--- config.mk ---
export PLATFORM = sky130hd
export DESIGN_NAME = int_entry_sequencer
export DESIGN_NICKNAME = d
export VERILOG_FILES = /design/src/rtl/int_entry_sequencer.sv
export SDC_FILE = /design/constraint.sdc
export NUM_CORES = 1
export LEC_CHECK = 0
export CORE_UTILIZATION = 40
export DETAILED_ROUTE_END_ITERATION = 10
export PLACE_DENSITY = 0.77
export SLEW_MARGIN = 15
export SYNTH_ARGS = -nofsm -noshare
export SYNTH_HDL_FRONTEND = slang
export SYNTH_SLANG_ARGS = --single-unit
--- constraint.sdc ---
create_clock -name clk -period 2.1 [get_ports clk]
set_clock_uncertainty 0.15 [all_clocks]
set_input_delay 0.315 -clock clk [delete_from_list [all_inputs] [get_ports clk]]
set_output_delay 0.315 -clock clk [all_outputs]
set_load 0.01 [all_outputs]
--- src/rtl/int_entry_sequencer.sv ---
// int_entry_sequencer: hardware interrupt entry sequencer (drain, push PC/flags, fetch vector, redirect fetch); optional memory timeout via INT_SEQ_TIMEOUT_EN
module int_entry_sequencer #(
  parameter int          DRAIN_CYCLES   = 3,
  parameter logic [15:0] IVT_BASE       = 16'h0000,
  parameter logic [1:0]  PC_SEL_INT     = 2'b10,
  parameter int          TIMEOUT_CYCLES = 8
) (
  input  logic        clk,
  input  logic        rst,
  input  logic        int_req,
  input  logic [2:0]  int_index,
  input  logic [31:0] cur_pc,
  input  logic [3:0]  flags,
  input  logic        mem_ready,
  input  logic [31:0] ivt_data,
  output logic        busy,
  output logic        stall_fetch,
  output logic        flush_dec,
  output logic        mem_req,
  output logic        mem_write,
  output logic        mem_is_stack,
  output logic        mem_en32,
  output logic [15:0] mem_addr,
  output logic [31:0] mem_wdata,
  output logic [1:0]  pc_select,
  output logic [31:0] new_pc,
  output logic        int_ack,
  output logic        err
);
  typedef enum logic [2:0] {IDLE, DRAIN, PUSH_PC, PUSH_FLG, READ_IVT, LOAD_PC} state_t;
  localparam int CW = $clog2(DRAIN_CYCLES + 1);
  if (DRAIN_CYCLES < 1 || TIMEOUT_CYCLES < 1) begin : g_param_check
    $error("int_entry_sequencer: DRAIN_CYCLES and TIMEOUT_CYCLES must be >= 1");
  end
  state_t        state, nxt;
  logic [CW-1:0] cnt;
  logic [2:0]    idx;
  logic [31:0]   saved_pc;
  logic [3:0]    saved_flg;
  logic          xfer, tmo;
  assign xfer = mem_req & mem_ready;
`ifdef INT_SEQ_TIMEOUT_EN
  localparam int TW = $clog2(TIMEOUT_CYCLES + 1);
  logic [TW-1:0] wcnt;
  assign tmo = mem_req & ~mem_ready & (wcnt == TW'(TIMEOUT_CYCLES - 1));
  // wait counter restarts on every state change, counts stalled request cycles
  always_ff @(posedge clk or negedge rst) begin
    if (!rst) wcnt <= '0;
    else if (state != nxt) wcnt <= '0;
    else if (mem_req && !mem_ready) wcnt <= wcnt + 1'b1;
  end
`else
  assign tmo = 1'b0;
`endif
  // next-state: memory states advance only on a completed handshake
  always_comb begin
    nxt = state;
    case (state)
      IDLE:     nxt = int_req ? DRAIN : IDLE;
      DRAIN:    nxt = (cnt == '0) ? PUSH_PC : DRAIN;
      PUSH_PC:  nxt = tmo ? IDLE : xfer ? PUSH_FLG : PUSH_PC;
      PUSH_FLG: nxt = tmo ? IDLE : xfer ? READ_IVT : PUSH_FLG;
      READ_IVT: nxt = tmo ? IDLE : xfer ? LOAD_PC : READ_IVT;
      default:  nxt = IDLE;
    endcase
  end
  // state, captured context and outputs registered from the upcoming state
  always_ff @(posedge clk or negedge rst) begin
    if (!rst) begin
      state        <= IDLE;
      cnt          <= '0;
      idx          <= '0;
      saved_pc     <= '0;
      saved_flg    <= '0;
      busy         <= 1'b0;
      stall_fetch  <= 1'b0;
      flush_dec    <= 1'b0;
      mem_req      <= 1'b0;
      mem_write    <= 1'b0;
      mem_is_stack <= 1'b0;
      mem_en32     <= 1'b0;
      mem_addr     <= '0;
      mem_wdata    <= '0;
      pc_select    <= '0;
      new_pc       <= '0;
      int_ack      <= 1'b0;
      err          <= 1'b0;
    end else begin
      state <= nxt;
      if (state == IDLE) cnt <= CW'(DRAIN_CYCLES - 1);
      else if (state == DRAIN && cnt != '0) cnt <= cnt - 1'b1;
      if (state == IDLE && int_req) idx <= int_index;
      if (state == DRAIN && cnt == '0) begin
        saved_pc  <= cur_pc;
        saved_flg <= flags;
      end
      if (state == READ_IVT && xfer) new_pc <= ivt_data;
      busy         <= nxt != IDLE;
      stall_fetch  <= nxt inside {DRAIN, PUSH_PC, PUSH_FLG, READ_IVT};
      flush_dec    <= nxt inside {DRAIN, LOAD_PC};
      mem_req      <= nxt inside {PUSH_PC, PUSH_FLG, READ_IVT};
      mem_write    <= nxt inside {PUSH_PC, PUSH_FLG};
      mem_is_stack <= nxt inside {PUSH_PC, PUSH_FLG};
      mem_en32     <= nxt inside {PUSH_PC, READ_IVT};
      mem_addr     <= (nxt == READ_IVT) ? IVT_BASE + {12'b0, idx, 1'b0} : '0;
      mem_wdata    <= (nxt == PUSH_PC) ? ((state == DRAIN) ? cur_pc : saved_pc) :
                      (nxt == PUSH_FLG) ? {28'b0, saved_flg} : '0;
      pc_select    <= (nxt == LOAD_PC) ? PC_SEL_INT : 2'b00;
      int_ack      <= nxt == LOAD_PC;
      err          <= tmo;
    end
  end
endmodule
=== Word level (Yosys, flattened, before mapping) ===
Index checks and enable logic that the tools add are counted.
Widths: inputs -> output; s select.

* Register bits after elaboration: 121
* Input port bits: 75
* Output and inout bits: 91
* Logic and storage cells: 54

* $add $sub $neg: 1
* Eq/ne operators: 9
* Muxes and demuxes: 13
* Bitwise operators: 1
* Reduce and logical (&&, ||, !) cells: 14

{| class="wikitable"
|+ Operator list
! kind !! count
|-
| $mux 32 || 2
|-
| $pmux 3 s5 || 1
|-
| $eq 3x2->1 const B || 4
|-
| $reduce_bool 2->1 || 5
|-
| $eq 3x3->1 const B || 3
|-
| $mux 2 || 4
|-
| $mux 4 || 2
|-
| $eq 3x1->1 const B || 2
|-
| $reduce_bool 3->1 || 2
|-
| $logic_and 1x1->1 || 4
|-
| $reduce_bool 4->1 || 1
|-
| $logic_not 3->1 || 1
|-
| $mux 1 || 3
|-
| $mux 3 || 1
|-
| $logic_not 2->1 || 1
|-
| $sub 2x1->2 const B || 1
|-
| $and 1x1->1 || 1
|}

=== Logic depth before layout (Yosys ltp) ===
* Word-level depth: 6
* Depth in mapped cells: 7
* Mapped depth without buffers: 6

=== Worst setup path before layout ===
No wires, ideal clock.

* Path type: flip-flop to flip-flop
* Start: register state[2]
* End: register saved_pc[10]
* Library setup time: 0.127 ns
* Data arrival time: 1.422 ns
* Required time: 1.823 ns
* Path slack: 0.401 ns
* Stages on the path, launching flop included: 7
* Buffers on the path: 3
* Clock period less this slack: 1.699 ns
* Cells stage by stage: dfrtp_1 -> buf_6 -> nor3b_2 -> and2_1 -> buf_4 -> buf_6 -> mux2_1

* Longest elaborated chain between the ends: 2

{| class="wikitable"
|+ RTL lines
! what !! RTL line !! source
|-
| start: declaration || 35 || <nowiki>state_t state, nxt;</nowiki>
|-
| start signal: assignment || 89 || <nowiki>state <= nxt;</nowiki>
|-
| $eq 3x1->1 || 93 || <nowiki>if (state == DRAIN && cnt == '0) begin</nowiki>
|-
| $logic_and 1x1->1 || 93 ||
|-
| end signal: assignment || 94 || <nowiki>saved_pc <= cur_pc;</nowiki>
|-
| end: declaration || 38 || <nowiki>logic [31:0] saved_pc;</nowiki>
|}

Every way passes these cells.
A chain may end at the register's enable or synchronous reset.

=== Final worst setup path ===
* Start: register state[0]
* End: register mem_wdata[21]

* Longest elaborated chain between the ends: 4
* Elaborated cells on any way between the ends: 9
* Classes of those cells: eq/ne (5); mux (3); reduce/logical (1)

{| class="wikitable"
|+ RTL lines
! what !! RTL line !! source
|-
| $eq 3x3->1 (tied with other cells) || 58 || <nowiki>case (state)</nowiki>
|-
| $pmux 3 s5 || 58 ||
|-
| $eq 3x2->1 || 106 || <nowiki>mem_wdata <= (nxt == PUSH_PC) ? ((state == DRAIN) ? cur_pc : saved_pc) :</nowiki>
|-
| $mux 32 (*) || 106 ||
|-
| end signal: assignment || 106 ||
|-
| end: declaration || 24 || <nowiki>output logic [31:0] mem_wdata,</nowiki>
|}

Every way passes the cells marked *; elsewhere a longest branch is shown, timed or not.

==> run metrics <==
status=finished, final reports clean; core box area=0.01206 mm²; die area=between 0.01 and 0.015 mm²; Detail Route Antenna Nets=0; Core Util, Final=between 50% and 60%; CP top delay family=compound AO/OA/AOI/OAI gates; Fillers=955; CP Capture Type=register; First DRT Iteration DRCs=188; Resized Gates After CTS=0; worst skew pair latency=roughly 400 ps; number of global-route vias before repair=3616; Die Span Y=roughly 110 µm; WL/cell=15.54 µm; Post-Syn Area=0.004975 mm²; diode count=0; YS warnings=0; drt drc=0; Synth area leader=dfrtp_1; Cell Rows=40; fraction of layout cells with a size suffix above 1=20.11%; Power per Cell Area=between 1000 and 1500 mW/mm²; synth top area cells=dfrtp_1 59%, mux2_1 7.9%, mux2_2 5.9%; maximum clock frequency=between 500 and 600 MHz; worst path buffer plus inverter count=1; total track usage=18.56%; Vias=3439; number of flops mapped to enable cells by yosys=0; buffers added on ports=150; unrepaired setup endpoints after global routing=no; post-synthesis sequential area ratio=59.36%; CTS sink cnt=118; Routed WL=11.26 mm; critical-path maximum fanout=14; H-tree Lvls=4; Syn Inst Count=381; Num CTS Buffers=17; Slowest cell on crit path=o21bai_2; WP data arrival=2060 ps; CTS Buffer Depth=2; vias per inst=4.743; global route overflow=0; # setup viols final=0; Slew HR=32.77%; Seq. cell area=~0.0030 mm²; global-route wire length before repair=roughly 18 mm; fin crit share=slightly above 90%; Worst-Margin Slew=1008 ps; Crit Path Category=reg -> reg; max-capacitance violation count=0; cell-by-cell listing of the critical path=buf_4 -> nor3b_4 -> o21bai_2 -> a21oi_2; GPL Wtd Cong=0.7734; CTS clk-pin slew, worst paths=60 ps; IO Pins=166; DR pass1 iterations=4; CP Data Required Time=2200 ps; CP Launch Type=register; Multi-input gate area=0.001778 mm²; Initial Utilization=41.24%; nets=between 600 and 700; Setup TNS=0 ps; CTS tree=built; crit-path max cell delay=800 ps; root buf cell=clkbuf_16; detailed placer's ending HPWL=~7.6 mm; Syn Area/Cell=13.06 µm²; Netlist cell types=37; worst vdd ir=~0.00055 V; initial antenna violation count=0; P&R area growth vs syn=44.97%; largest net degree at the start of global routing=57; most common cell after layout, fill and taps aside=clkdlybuf4s50_1; Leakage=3.258 nW; top_reg_cell synth=dfrtp_1; most frequent cells in the layout=149 x clkdlybuf4s50_1, 118 x dfrtp_1, 64 x nand2_1, 35 x mux2_1, 26 x mux2_2; hold crit path type=in -> async; fin. max-slew vios=0; Die Wd=~110 µm; Synth async-reset ratio=100.0%; Yosys reg bits=about 120; Tmin final=1961 ps; Pwr Total=9.991 mW; final hold vios=0; share of the synthesized area in the top cell type=between 50 and 60%
[Yosys cell counts, types with 5 or more instances]
| master | n |
|---|---|
| dfrtp_1 | 118 |
| nand2_1 | 64 |
| mux2_1 | 35 |
| mux2_2 | 26 |
| a21oi_2 | 20 |
| buf_4 | 19 |
| a21oi_1 | 14 |
| buf_6 | 11 |
| nor2_1 | 11 |
| mux2_4 | 10 |
| buf_2 | 7 |
| and2_1 | 5 |
| o21ai_0 | 5 |
[area by class of cell]
class	count	area share (%)
Clock buffer	20	6.194
Clock inverter	12	1.804
Inverter	4	0.2082
Multi-Input combinational cell	236	24.65
Sequential cell	118	40.94
Tap cell	168	2.915
Timing Repair Buffer	167	23.28
[stage by stage]
step	std cells	cell area (µm²)	setup slack, ps	hold slack [ps]
2_1_floorplan	395	5027	400.8	-130.6
3_3_place_gp	691	6614	-136.0	78.60
3_5_place_dp	691	6614	-170.5	88.41
4_1_cts	724	7201	80.51	200.0
5_1_grt	725	7212	27.08	212.9
6_report	725	7212	138.7	202.5
[path summary, 6_finish.rpt]
check	depth (start not counted)	from	to	slack [ps]
worst min-delay path	2	rst	mem_wdata[17]	200
worst max-delay path	4	state[0]	mem_wdata[21]	140
min in group clk	3	cur_pc[4]	mem_wdata[4]	330
worst min register to register	1	idx[2]	mem_addr[3]	330
max in group asynchronous	3	rst	new_pc[20]	990
worst max register to register	4	state[0]	mem_wdata[21]	140
[repair_timing]
| action | CTS | global route |
|---|---|---|
| hold buffers | 1 | 0 |
| hold endpoints to repair | 49 | 0 |
| setup buffers | 0 | 0 |
| setup endpoints to repair | 0 | 4 |
[sequential cells by signal, summed over array words and instances (netlist names), 2 cells and up]
name       count
idx            3
new_pc        32
saved_flg      4
saved_pc      32
state          3
cnt            2
mem_wdata     32
mem_addr       3
[cells by family (layout without fill, tap and decap cells)]
| kind of cell | Yosys count | after routing | synth area share, % |
|---|---|---|---|
| fa+ha+maj | 1 | 1 | 0.2515 |
| mux | 72 | 72 | 17.03 |
| other cells | 1 | 15 | 0.07538 |
| flops | 118 | 118 | 59.36 |
| compound gates | 53 | 54 | 8.451 |
| simple gates | 94 | 94 | 8.401 |
| buf+inv | 42 | 203 | 6.438 |
[power by group]
group	leakage (nW)	switching, mW	total, mW	internal [mW]
registers	1.53	0.435	3.56	3.12
clock network	0.268	1.03	2.80	1.77
logic	1.46	1.76	3.63	1.87
total	3.26	3.23	9.99	6.76
[per-layer routing]
layer,vias up,global-route usage [%],part of all wire (%)
li1,1605,-,-
met1,1720,23.12,43
met2,94,30.00,50
met3,20,5.685,4.4
met4,0,7.807,1.9
met5,-,0,0
(Power assumes the default switching activity.)
